==> src/rtl/alu_pkg.sv <==
// Shared definitions for the sequential ALU: operation encodings, FSM states
// and status flag bit positions.
package alu_pkg;

    typedef enum logic [1:0] {
        OP_ADD = 2'b00,
        OP_SUB = 2'b01,
        OP_MUL = 2'b10,
        OP_DIV = 2'b11
    } op_t;

    typedef enum logic [2:0] {
        S_IDLE    = 3'd0,
        S_MUL     = 3'd1,
        S_DIV     = 3'd2,
        S_DIV_FIX = 3'd3,
        S_DONE    = 3'd4
    } state_t;

    localparam int FLAG_N = 3;
    localparam int FLAG_Z = 2;
    localparam int FLAG_V = 1;
    localparam int FLAG_C = 0;

endpackage

==> src/rtl/alu_div_core.sv <==
// Non-restoring divider on operand magnitudes, one quotient bit per step;
// quot/rem present the restored, sign-corrected result of the current state.
module alu_div_core #(
    parameter int W = 16
) (
    input  logic         clk,
    input  logic         reset,
    input  logic         load,
    input  logic         step,
    input  logic [W-1:0] dividend,
    input  logic [W-1:0] divisor,
    output logic [W-1:0] quot,
    output logic [W-1:0] rem
);

    // Two guard bits: the shifted partial remainder spans (-2|d|, 2|d|) and |d| can reach 2^(W-1).
    localparam int RW = W + 2;

    logic [RW-1:0] part;
    logic [RW-1:0] part_next;
    logic [RW-1:0] shifted;
    logic [RW-1:0] d_ext;
    logic [W-1:0]  q_reg;
    logic [W-1:0]  d_mag;
    logic [W-1:0]  rem_mag;
    logic          neg_q;
    logic          neg_r;

    function automatic logic [W-1:0] mag(input logic [W-1:0] v);
        return v[W-1] ? -v : v;
    endfunction

    always_comb begin
        shifted   = {part[RW-2:0], q_reg[W-1]};
        d_ext     = {2'b00, d_mag};
        part_next = part[RW-1] ? shifted + d_ext : shifted - d_ext;
    end

    always_ff @(posedge clk) begin
        if (reset) begin
            part  <= '0;
            q_reg <= '0;
            d_mag <= '0;
            neg_q <= 1'b0;
            neg_r <= 1'b0;
        end else if (load) begin
            part  <= '0;
            q_reg <= mag(dividend);
            d_mag <= mag(divisor);
            neg_q <= dividend[W-1] ^ divisor[W-1];
            neg_r <= dividend[W-1];
        end else if (step) begin
            part  <= part_next;
            q_reg <= {q_reg[W-2:0], ~part_next[RW-1]};
        end
    end

    // The true remainder fits in W bits, so restoring in the low W bits is exact.
    always_comb begin
        rem_mag = part[RW-1] ? part[W-1:0] + d_mag : part[W-1:0];
        quot    = neg_q ? -q_reg : q_reg;
        rem     = neg_r ? -rem_mag : rem_mag;
    end

endmodule

==> src/rtl/alu_seq.sv <==
// Fully registered sequential ALU: add/sub in one cycle, radix-2 Booth multiply,
// non-restoring divide. Status flags are built only when ALU_FLAGS_EN is defined.
module alu_seq
    import alu_pkg::*;
#(
    parameter int W = 16
) (
    input  logic           clk,
    input  logic           reset,
    input  logic           start,
    input  logic [1:0]     op_select,
    input  logic [W-1:0]   op_a,
    input  logic [W-1:0]   op_b,
    output logic [2*W-1:0] res,
    output logic           busy,
    output logic           done,
    output logic           err
`ifdef ALU_FLAGS_EN
    ,
    output logic [3:0]     flags
`endif
);

    localparam int CNT_W = $clog2(W) + 1;
    localparam logic [W-1:0] MIN_VAL = {1'b1, {(W-1){1'b0}}};

    // Handshake: start is taken only while busy=0 (operands/op captured on that edge);
    // busy covers every following cycle through the single done pulse, and res/err
    // stay put until the next accepted start.
    state_t         state;
    state_t         state_next;
    logic [CNT_W-1:0] cnt;
    logic           accept;
    op_t            op_in;
    logic           div_zero;
    logic           div_ovf_q;

    logic [W:0]     add_sum;
    logic [W:0]     sub_diff;

    logic [W:0]     mul_a;
    logic [W:0]     mul_m;
    logic [W-1:0]   mul_q;
    logic           mul_q1;
    logic [W:0]     mul_sum;
    logic [2*W-1:0] mul_prod;

    logic [W-1:0]   div_quot;
    logic [W-1:0]   div_rem;

    logic           load_res;
    logic [2*W-1:0] res_next;
    logic           err_next;

    assign accept   = start && (state == S_IDLE);
    assign op_in    = op_t'(op_select);
    assign div_zero = (op_b == '0);
    assign add_sum  = {op_a[W-1], op_a} + {op_b[W-1], op_b};
    assign sub_diff = {op_a[W-1], op_a} - {op_b[W-1], op_b};

    always_ff @(posedge clk) begin
        if (reset) state <= S_IDLE;
        else       state <= state_next;
    end

    always_comb begin
        state_next = state;
        case (state)
            S_IDLE: begin
                if (accept) begin
                    case (op_in)
                        OP_MUL:  state_next = S_MUL;
                        OP_DIV:  state_next = div_zero ? S_DONE : S_DIV;
                        default: state_next = S_DONE;
                    endcase
                end
            end
            S_MUL:     if (cnt == '0) state_next = S_DONE;
            S_DIV:     if (cnt == '0) state_next = S_DIV_FIX;
            S_DIV_FIX: state_next = S_DONE;
            S_DONE:    state_next = S_IDLE;
            default:   state_next = S_IDLE;
        endcase
    end

    always_comb begin
        busy = (state != S_IDLE);
        done = (state == S_DONE);
    end

    always_ff @(posedge clk) begin
        if (reset) begin
            cnt       <= '0;
            div_ovf_q <= 1'b0;
        end else if (accept) begin
            cnt       <= CNT_W'(W - 1);
            div_ovf_q <= (op_a == MIN_VAL) && (op_b == '1);
        end else if ((state == S_MUL || state == S_DIV) && cnt != '0) begin
            cnt <= cnt - CNT_W'(1);
        end
    end

    // Booth step: W+1-bit accumulator so that subtracting the most negative multiplicand cannot overflow.
    always_comb begin
        case ({mul_q[0], mul_q1})
            2'b01:   mul_sum = mul_a + mul_m;
            2'b10:   mul_sum = mul_a - mul_m;
            default: mul_sum = mul_a;
        endcase
    end

    assign mul_prod = {mul_sum, mul_q[W-1:1]};

    always_ff @(posedge clk) begin
        if (reset) begin
            mul_a  <= '0;
            mul_m  <= '0;
            mul_q  <= '0;
            mul_q1 <= 1'b0;
        end else if (accept) begin
            mul_a  <= '0;
            mul_m  <= {op_b[W-1], op_b};
            mul_q  <= op_a;
            mul_q1 <= 1'b0;
        end else if (state == S_MUL) begin
            mul_a  <= {mul_sum[W], mul_sum[W:1]};
            mul_q  <= {mul_sum[0], mul_q[W-1:1]};
            mul_q1 <= mul_q[0];
        end
    end

    alu_div_core #(.W(W)) u_div (
        .clk      (clk),
        .reset    (reset),
        .load     (accept),
        .step     (state == S_DIV),
        .dividend (op_a),
        .divisor  (op_b),
        .quot     (div_quot),
        .rem      (div_rem)
    );

    always_comb begin
        load_res = 1'b0;
        res_next = res;
        err_next = err;
        case (state)
            S_IDLE: begin
                if (accept) begin
                    case (op_in)
                        OP_ADD: begin
                            load_res = 1'b1;
                            res_next = {{(W-1){add_sum[W]}}, add_sum};
                            err_next = 1'b0;
                        end
                        OP_SUB: begin
                            load_res = 1'b1;
                            res_next = {{(W-1){sub_diff[W]}}, sub_diff};
                            err_next = 1'b0;
                        end
                        OP_DIV: begin
                            if (div_zero) begin
                                load_res = 1'b1;
                                res_next = {{W{1'b1}}, op_a};
                                err_next = 1'b1;
                            end
                        end
                        default: ;
                    endcase
                end
            end
            S_MUL: begin
                if (cnt == '0) begin
                    load_res = 1'b1;
                    res_next = mul_prod;
                    err_next = 1'b0;
                end
            end
            S_DIV_FIX: begin
                load_res = 1'b1;
                res_next = {div_quot, div_rem};
                err_next = div_ovf_q;
            end
            default: ;
        endcase
    end

    always_ff @(posedge clk) begin
        if (reset) begin
            res <= '0;
            err <= 1'b0;
        end else if (load_res) begin
            res <= res_next;
            err <= err_next;
        end
    end

`ifdef ALU_FLAGS_EN
    logic [W:0] mul_hi;
    logic       mul_fits;
    logic       v_next;
    logic       c_next;

    assign mul_hi   = mul_prod[2*W-1:W-1];
    assign mul_fits = (&mul_hi) | ~(|mul_hi);

    always_comb begin
        v_next = 1'b0;
        c_next = 1'b0;
        case (state)
            S_IDLE: begin
                case (op_in)
                    OP_ADD: begin
                        v_next = add_sum[W] ^ add_sum[W-1];
                        c_next = op_a > ~op_b;
                    end
                    OP_SUB: begin
                        v_next = sub_diff[W] ^ sub_diff[W-1];
                        c_next = op_a < op_b;
                    end
                    OP_DIV:  v_next = 1'b1;
                    default: ;
                endcase
            end
            S_MUL:     v_next = ~mul_fits;
            S_DIV_FIX: v_next = div_ovf_q;
            default: ;
        endcase
    end

    always_ff @(posedge clk) begin
        if (reset) begin
            flags <= '0;
        end else if (load_res) begin
            flags[FLAG_N] <= res_next[2*W-1];
            flags[FLAG_Z] <= (res_next == '0);
            flags[FLAG_V] <= v_next;
            flags[FLAG_C] <= c_next;
        end
    end
`endif

endmodule

==> config.mk <==
export PLATFORM = sky130hd
export DESIGN_NAME = alu_seq
export DESIGN_NICKNAME = d
export VERILOG_FILES = /design/src/rtl/alu_pkg.sv /design/src/rtl/alu_div_core.sv /design/src/rtl/alu_seq.sv
export SDC_FILE = /design/constraint.sdc
export NUM_CORES = 1
export LEC_CHECK = 0
export ABC_AREA = 0
export BUFFER_PORTS_ARGS = -buffer_cell sky130_fd_sc_hd__buf_2
export CORE_UTILIZATION = 45
export CTS_CLUSTER_SIZE = 10
export DETAILED_ROUTE_END_ITERATION = 10
export SYNTH_ARGS = -nofsm -noshare
export SYNTH_HDL_FRONTEND = slang
export SYNTH_SLANG_ARGS = --single-unit
==> constraint.sdc <==
create_clock -name clk -period 5.45 [get_ports clk]
set_input_delay 1.09 -clock clk [delete_from_list [all_inputs] [get_ports clk]]
set_output_delay 1.09 -clock clk [all_outputs]
set_load 0.02 [all_outputs]
Yosys cells after proc, flatten, opt, wreduce, memory -nomap -nowiden --
Index checks and enable logic that the tools add are counted.
Storage, ports and cells: input port bits 37, register bits 143, output and inout port bits 35, logic and storage cells 99
Cells by class: add/subtract/negate cells 12, muxes and demuxes 34, reduce and logical (&&, ||, !) cells 19, equality and inequality tests 17, bitwise gates (word level) 2
Operators by type and width (number):
- $pmux W32 S3 | 2
- $mux W16 | 9
- $mux W32 | 3
- $neg A16 Y16 | 4
- $add A16 B16 Y17 | 2
- $pmux W17 S2 | 1
- $sub A16 B16 Y17 | 2
- $eq A16 B16 Y1 const B | 2
- $add A18 B16 Y18 | 1
- $mux W18 | 1
- $sub A18 B16 Y18 | 1
- $add A16 B16 Y16 | 1
- $logic_not A16 Y1 | 1
- $mux W3 | 4
- $pmux W3 S4 | 1
- $reduce_and A6 Y1 | 2
- $mux W4 | 2
- $eq A2 B2 Y1 const B | 3
- $eq A3 B2 Y1 const B | 2
- $mux W1 | 6
- $ne A2 B2 Y1 const B | 3
- $pmux W1 S3 | 2
- $pmux W3 S2 | 1
- $reduce_bool A2 Y1 | 3
- other kinds (19) | 25

Logic depth before layout (Yosys ltp) --
Gate-level depths: netlist of run 1.
word-level depth 6, gate-level depth with buffers 17, mapped depth without buffers 17

Modules after synthesis --
Synthesis of run 1 repeated with hierarchy kept, for this count alone.
Unflattened totals: cells, all modules 1574, area, all modules 12056.6 um^2
By module, submodules not included:
- alu_seq | area each 6770.2 um^2, times used 1, cells each 882, seq. area each 1821.7 um^2
- alu_div_core | area each 5286.3 um^2, times used 1, cells each 692, seq. area each 1041.0 um^2

Worst setup path before layout of run 1 --
Ideal clock, no wire load.
kind input to register, start input port op_b[0], end register res[25], required time 5.359 ns, setup time 0.091 ns, slack 0.848 ns, arrival time 4.511 ns, buffers on the path 0, cell stages on the path 15, path through nor3_1 nand2_1 or3_1 or3_1 or3_1 o31ai_1 xor2_1 ha_1 or3_1 a211oi_1 o21a_1 o21a_1 o211a_1 a21oi_1 a311oi_1
Between the ends: longest elaborated chain between the ends 6, elaborated cells on any way between the ends 12, classes of those cells add/sub (2); eq/ne (1); mux (7); reduce/logical (2)
RTL lines:
- start, declared | line alu_seq.sv:13 | input logic [W-1:0] op_b,
- branches (longest 6 deep; another with $sub A16 B16 Y17)
- end signal, assigned | line alu_seq.sv:193 | res <= res_next;
- end, declared | line alu_seq.sv:14 | output logic [2*W-1:0] res,
Parallel ways; which one is timed is not known. The select of a mux whose other input is x is not followed. A chain may end at the register's enable or synchronous reset.

Worst setup path after layout of run 1 --
Ends and elaborated chain as after synthesis.

==> results.py, run 1 <==
metrics = {
    "flow_run": {
        "maxCapViolCount": 0,
    },
    "cts": {
        "cts.repair.resized": 0,
        "clkSlewWorstSetupHoldPaths_ps": 70,
        "cts_setup_buffers": 0,
        "cts.sink_count": 142,
        "clockBufferDepth": 2,
        "postCtsHoldBufs": 0,
        "cts_tree": "built",
        "root_buffer": "clkbuf_16",
        "clock_latency_ps": 440,
        "htreeDepth": 4,
        "cts_buffers": 17,
    },
    "sta": {
        "grt_setup_unrepaired": "no",
        "tightest_slew_ps": 807,
        "maxSlewViolCount": 0,
        "clock.fmax_mhz": 212,
        "fin_setup_tns_ps": 0,
        "setup_violations": 0,
        "skew_ps": 12.7,
        "slew_headroom": 0.458,
        "finalCritPeriodShare": 0.867,
        "finalCriticalPeriod_ps": 4720,
        "hold_violations": 0,
    },
    "power_and_ir_drop": {
        "powerDensity_nw_per_um2": 394,
        "p_int_w": 0.00275,
        "total_power_w": 0.00489,
        "peakVddDrop_mv": 0.201,
        "swShare": 0.438,
        "p_clk_frac": 0.246,
        "p_leak_nw": 5.05,
        "p_comb_frac": 0.465,
        "p_seq_frac": 0.289,
        "power_switching_w": 0.00214,
    },
    "floorplan": {
        "core_area_um2": 24500,
        "num_rows": 57,
        "die_area_um2": 25700,
        "ioPinCount": 72,
        "die_h_um": 160,
        "die_w_um": 160,
        "initial_core_util": 0.461,
    },
    "critical_path": {
        "reg2reg_depth": 14,
        "r2r_start": "mul_q[0]$_SDFFE_PP0P_",
        "worstPathArrival_ps": 5070,
        "crit_required_ps": 5800,
        "r2r_slack_ps": 1320,
        "worst_setup_path_start_kind": "primary input",
        "worst-setup-path-type": "primary input to flop",
        "cp_max_fo": 6,
        "cp-startpoint": "op_b[0]",
        "cp-end-kind": "flop",
        "r2r_end": "mul_a[15]$_SDFFE_PP0P_",
        "crit_end": "res[25]$_SDFFE_PP0P_",
    },
    "route": {
        "viasPerCell": 5.83,
        "ant_nets": 0,
        "first_iter_violations": 980,
        "routed_wl_um": 34700,
        "wl_per_cell_um": 18.6,
        "drt_drc_violations_left": 0,
        "drt-pass1-iter-count": 5,
        "vias": 10900,
    },
    "grt": {
        "grt_start_max_net_pins": 75,
        "grt_pass1_wl_um": 55800,
        "antenna_found_initial": 2,
        "grt_pass1_vias": 9978,
        "grt.total_usage": 0.275,
        "grt_overflow": 0,
    },
    "yosys": {
        "synthesis.area_um2": 11300,
        "synthDistinctLibCells": 85,
        "ys.flop_type": "dfxtp_1",
        "synth_edf_count": 0,
        "ys_ff_latch": 142,
        "netlist_instances": 1503,
        "seq_area_frac_synth": 0.252,
        "syn_nets": 1618,
        "syn_avg_cell_area_um2": 7.50,
        "ys_async_sr_fraction": 0,
        "yosysWarnings": 0,
    },
    "finish": {
        "largest_register": "res",
        "reg_top3": "res x32, u_div.part x18",
        "layout-drive-gt1-share": 0.105,
        "finalNonFillerCells": 1865,
        "largest_reg_flops": 32,
        "fin_util": 0.508,
        "area_growth_pct": 10.1,
        "finalNetCount": 1642,
    },
    "outcome": {
        "outcome": "completed",
    },
    "placement": {
        "dpl.hpwl_um": 26100,
        "place_congestion": 0.969,
        "io_buffers": 71,
        "dp.cells": 1832,
    },
    "hold_path": {
        "holdCritPathClass": "flop to flop",
    },
}
[worst min path at each step]
stage | startpoint | to | cells after the start
floorplan | mul_q1$_SDFFE_PP0P_ | mul_q1$_SDFFE_PP0P_ | 2
global placement | res[12]$_SDFFE_PP0P_ | res[12]$_SDFFE_PP0P_ | 2
detailed placement | res[12]$_SDFFE_PP0P_ | res[12]$_SDFFE_PP0P_ | 2
CTS | res[12]$_SDFFE_PP0P_ | res[12]$_SDFFE_PP0P_ | 2
global route | res[12]$_SDFFE_PP0P_ | res[12]$_SDFFE_PP0P_ | 2
finish | res[5]$_SDFFE_PP0P_ | res[5]$_SDFFE_PP0P_ | 2
[layout by cell type (no fill, tap or decap), types with 6 or more instances in the layout]
cell	synthesis	layout
nand2_1	238	237
nand4_1	6	6
a21o_1	15	15
a311oi_1	28	28
clkbuf_16	0	17
and2_1	8	8
or3_1	16	16
buf_4	0	18
o2111ai_1	6	6
nand3_1	17	17
a21oi_1	131	131
ha_1	74	74
nor2b_1	18	18
o21bai_1	6	6
mux2i_1	13	13
xor2_1	54	54
o211ai_1	21	21
and3_1	8	8
dfxtp_1	142	142
a211oi_1	50	50
buf_2	1	70
inv_1	43	43
xnor2_1	87	87
o31ai_1	16	16
o21ai_0	55	55
nor4_1	8	8
nor3_1	38	37
nor2_1	172	170
a31oi_1	16	16
nand2b_1	12	12
or4_1	9	9
inv_6	0	6
o21a_1	14	14
[kinds of logic after synthesis]
group	share of synthesized area
buffers and inverters	0.0496
AND/OR/NAND/NOR	0.232
AO/OA/AOI/OAI	0.250
XOR/XNOR	0.112
flip-flops	0.252
adder cells (fa/ha/maj)	0.0892
multiplexers	0.0159
[power groups by stage]
stage          registers, W  clock network, W  logic (W)
4_1_cts             0.00141           0.00122    0.00226
6_report            0.00142           0.00120    0.00227
2_1_floorplan       0.00143                 0    0.00166
3_3_place_gp        0.00143                 0    0.00222
5_1_grt             0.00144           0.00127    0.00253
3_5_place_dp        0.00144                 0    0.00224
[cells in the mapped netlist (all sizes together) (9+ instances only)]
cell type,n,area [um2]
o21ai,59,303
dfxtp,142,2840
nand2b,12,75.1
mux2i,13,130
or4,12,101
xnor2,87,762
clkbuf,75,322
buf,9,65.1
o31ai,18,145
nor2b,18,113
o211ai,22,179
o21a,14,105
nand3,17,85.1
ha,74,926
inv,44,165
a21o,17,130
a211oi,53,420
a311oi,29,260
nor3,39,200
nor4,10,83.8
xor2,54,473
nand2,238,893
a31oi,16,100
or3,17,111
a21oi,132,664
and3,10,65.1
nor2,173,652
[cell type report]
type / count / area (um2)
Inverter: 46 / 173
Fill cell: 2467 / 12000
Sequential cell: 142 / 2840
Timing Repair Buffer: 89 / 505
Multi-Input combinational cell: 1231 / 7900
Clock inverter: 15 / 163
Tap cell: 324 / 405
Antenna cell: 1 / 2.50
Clock buffer: 17 / 425
[per-stage QoR]
stage / instance area (um2) / hold slack (ps) / setup slack, ps
after floorplan: 11300 / 436 / 848
after global placement: 11800 / 438 / 423
after detailed placement: 11800 / 444 / 320
after CTS: 12400 / 456 / 752
after global routing: 12400 / 468 / 378
final: 12400 / 454 / 726
[worst max-delay path: stages]
cell and delay (ps):
buf_2 140, nor3_1 280, nand2_1 120, or3_1 370, or3_1 350, or3_1 400, o31ai_1 260, xor2_1 110
ha_1 220, or3_1 390, a211oi_1 220, o21a_1 190, o21a_1 210, o211a_1 330, a21oi_1 90, a311oi_1 270
[layer usage]
metal  vias up  global-route usage  part of all wire
li1       5414                   -                 -
met1      5085               0.395              0.48
met2       322               0.415              0.43
met3        45              0.0488             0.063
met4         2              0.0892             0.026
met5         -                   0           0.00040
Note: power is estimated with default switching activity, not from simulation.
==> run 2: changes to the inputs <==
==> constraint.sdc (replaced) <==
create_clock -name clk -period 5.58 [get_ports clk]
set_input_delay 1.116 -clock clk [delete_from_list [all_inputs] [get_ports clk]]
set_output_delay 1.116 -clock clk [all_outputs]
set_load 0.02 [all_outputs]
==> results.py, run 2 (same netlist as run 1, synthesis figures left out) <==
metrics = {
    "sta": {
        "fin_setup_tns_ps": 0,
        "grt_setup_unrepaired": "no",
        "setup_violations": 0,
        "slew_headroom": 0.311,
        "finalCriticalPeriod_ps": 4890,
        "maxSlewViolCount": 0,
        "postLayoutSetupSlackWorst_ps": 693,
        "tightest_slew_ps": 1030,
        "clock.fmax_mhz": 205,
        "skew_ps": 15.8,
        "hold_violations": 0,
        "finalCritPeriodShare": 0.876,
    },
    "finish": {
        "largest_reg_flops": 32,
        "layout-drive-gt1-share": 0.104,
        "finalNetCount": 1641,
        "n_antenna_cell": 0,
        "finalNonFillerCells": 1863,
        "reg_top3": "res x32, u_div.part x18",
        "area_growth_pct": 9.86,
        "final_cell_mix": "237 x nand2_1, 170 x nor2_1, 142 x dfxtp_1",
        "final_common_cell": "nand2_1",
        "largest_register": "res",
    },
    "power_and_ir_drop": {
        "powerDensity_nw_per_um2": 384,
        "p_leak_nw": 5.04,
        "total_power_w": 0.00476,
        "peakVddDrop_mv": 0.185,
    },
    "floorplan": {
        "core_area_um2": 24500,
        "ioPinCount": 72,
        "die_h_um": 160,
        "num_rows": 57,
        "die_w_um": 160,
        "die_area_um2": 25700,
        "initial_core_util": 0.461,
    },
    "cts": {
        "cts_setup_buffers": 0,
        "cts.sink_count": 142,
        "cts.repair.resized": 0,
        "cts_tree": "built",
        "clockBufferDepth": 2,
        "postCtsHoldBufs": 0,
        "htreeDepth": 4,
        "clkSlewWorstSetupHoldPaths_ps": 70,
        "clock_latency_ps": 440,
        "root_buffer": "clkbuf_16",
        "cts_buffers": 17,
    },
    "grt": {
        "grt_overflow": 0,
        "grt_pass1_wl_um": 54800,
        "grt.total_usage": 0.270,
        "grt_start_max_net_pins": 82,
        "antenna_found_initial": 1,
        "grt_pass1_vias": 9743,
    },
    "route": {
        "first_iter_violations": 935,
        "wl_per_cell_um": 18.6,
        "ant_nets": 0,
        "drt-pass1-iter-count": 5,
        "routed_wl_um": 34600,
        "drt_drc_violations_left": 0,
        "vias": 10900,
        "viasPerCell": 5.84,
    },
    "placement": {
        "io_buffers": 71,
        "dp.cells": 1831,
        "dpl.hpwl_um": 26000,
        "place_congestion": 0.943,
        "dpl_worst_slack_ps": 322,
    },
    "critical_path": {
        "crit_required_ps": 5930,
        "cp_max_fo": 6,
        "cp-end-kind": "flop",
        "path_buf_inv": 1,
        "worst_setup_path_start_kind": "primary input",
        "slowest_stage": "or3_1",
        "worstPathArrival_ps": 5230,
        "cpMostUsedCell": "or3_1",
        "crit_chain": "buf_2 -> nor3_1 -> nand2_1 -> or3_1 -> or3_1 -> or3_1 -> o31ai_1 -> xor2_1 -> ha_1 -> or3_1 -> a211oi_1 -> o21a_1 -> o21a_1 -> o211a_1 -> a21oi_1 -> a311oi_1",
        "worst-setup-path-type": "primary input to flop",
        "cp_top_family": "simple AND/OR/NAND/NOR gates",
        "cp-startpoint": "op_b[0]",
        "r2r_start": "mul_m[0]$_SDFFE_PP0P_",
        "cpPeakStageDelay_ps": 400,
    },
    "flow_run": {
        "maxCapViolCount": 0,
    },
    "outcome": {
        "outcome": "completed",
    },
    "hold_path": {
        "holdCritPathClass": "flop to flop",
        "worstHoldStart": "res[12]$_SDFFE_PP0P_",
    },
}
run 2: cell count changes in the layout (fill, tap and decap cells not counted), sizes merged:
cell and delta:
diode -1, inv -3, buf -1, clkinv +1, clkbuf +2
run 2: metal layers:
layer  GRT usage  vias to the layer above  wire length (um)
li1            -                     5409                 -
met1       0.392                     5101             16800
met2       0.425                      335             15400
met3      0.0263                       38              1810
met4      0.0749                        2               609
met5           0                        -                11
run 2: layout make-up:
type                    count  area [um2]
clock inverters            13         143
inverters                  46         173
multi-input cells        1231        7900
clock buffers              19         443
well taps                 324         405
fillers                  2454       12100
repair buffers             88         485
flip-flops and latches    142        2840
run 2: power breakdown:
group	leakage (nW)	switching, W	internal, W	total (W)
logic	3.60	0.00137	0.000853	0.00222
clock network	0.283	0.000513	0.000645	0.00116
registers	1.16	0.000190	0.00119	0.00138
run 2: tightest hold or removal path, delay by kind of cell (launching register included):
kind	cells	cell delay, ps
flops	1	310
compound gates	1	50
simple gates	1	50
run 2: worst paths after layout:
path                             to  slack [ps]  depth (start not counted)
min reg2reg    res[12]$_SDFFE_PP0P_         460                          2
max reg2reg  mul_a[15]$_SDFFE_PP0P_        1420                         15
max            res[25]$_SDFFE_PP0P_         690                         16
min            res[12]$_SDFFE_PP0P_         460                          2
run 2: metrics by stage:
stage          hold slack (ps)  utilization  area [um2]
6_report                   457        0.507       12400
3_5_place_dp               441        0.483       11800
5_1_grt                    486        0.507       12400
3_3_place_gp               437        0.483       11800
2_1_floorplan              436            -       11300
4_1_cts                    460        0.507       12400
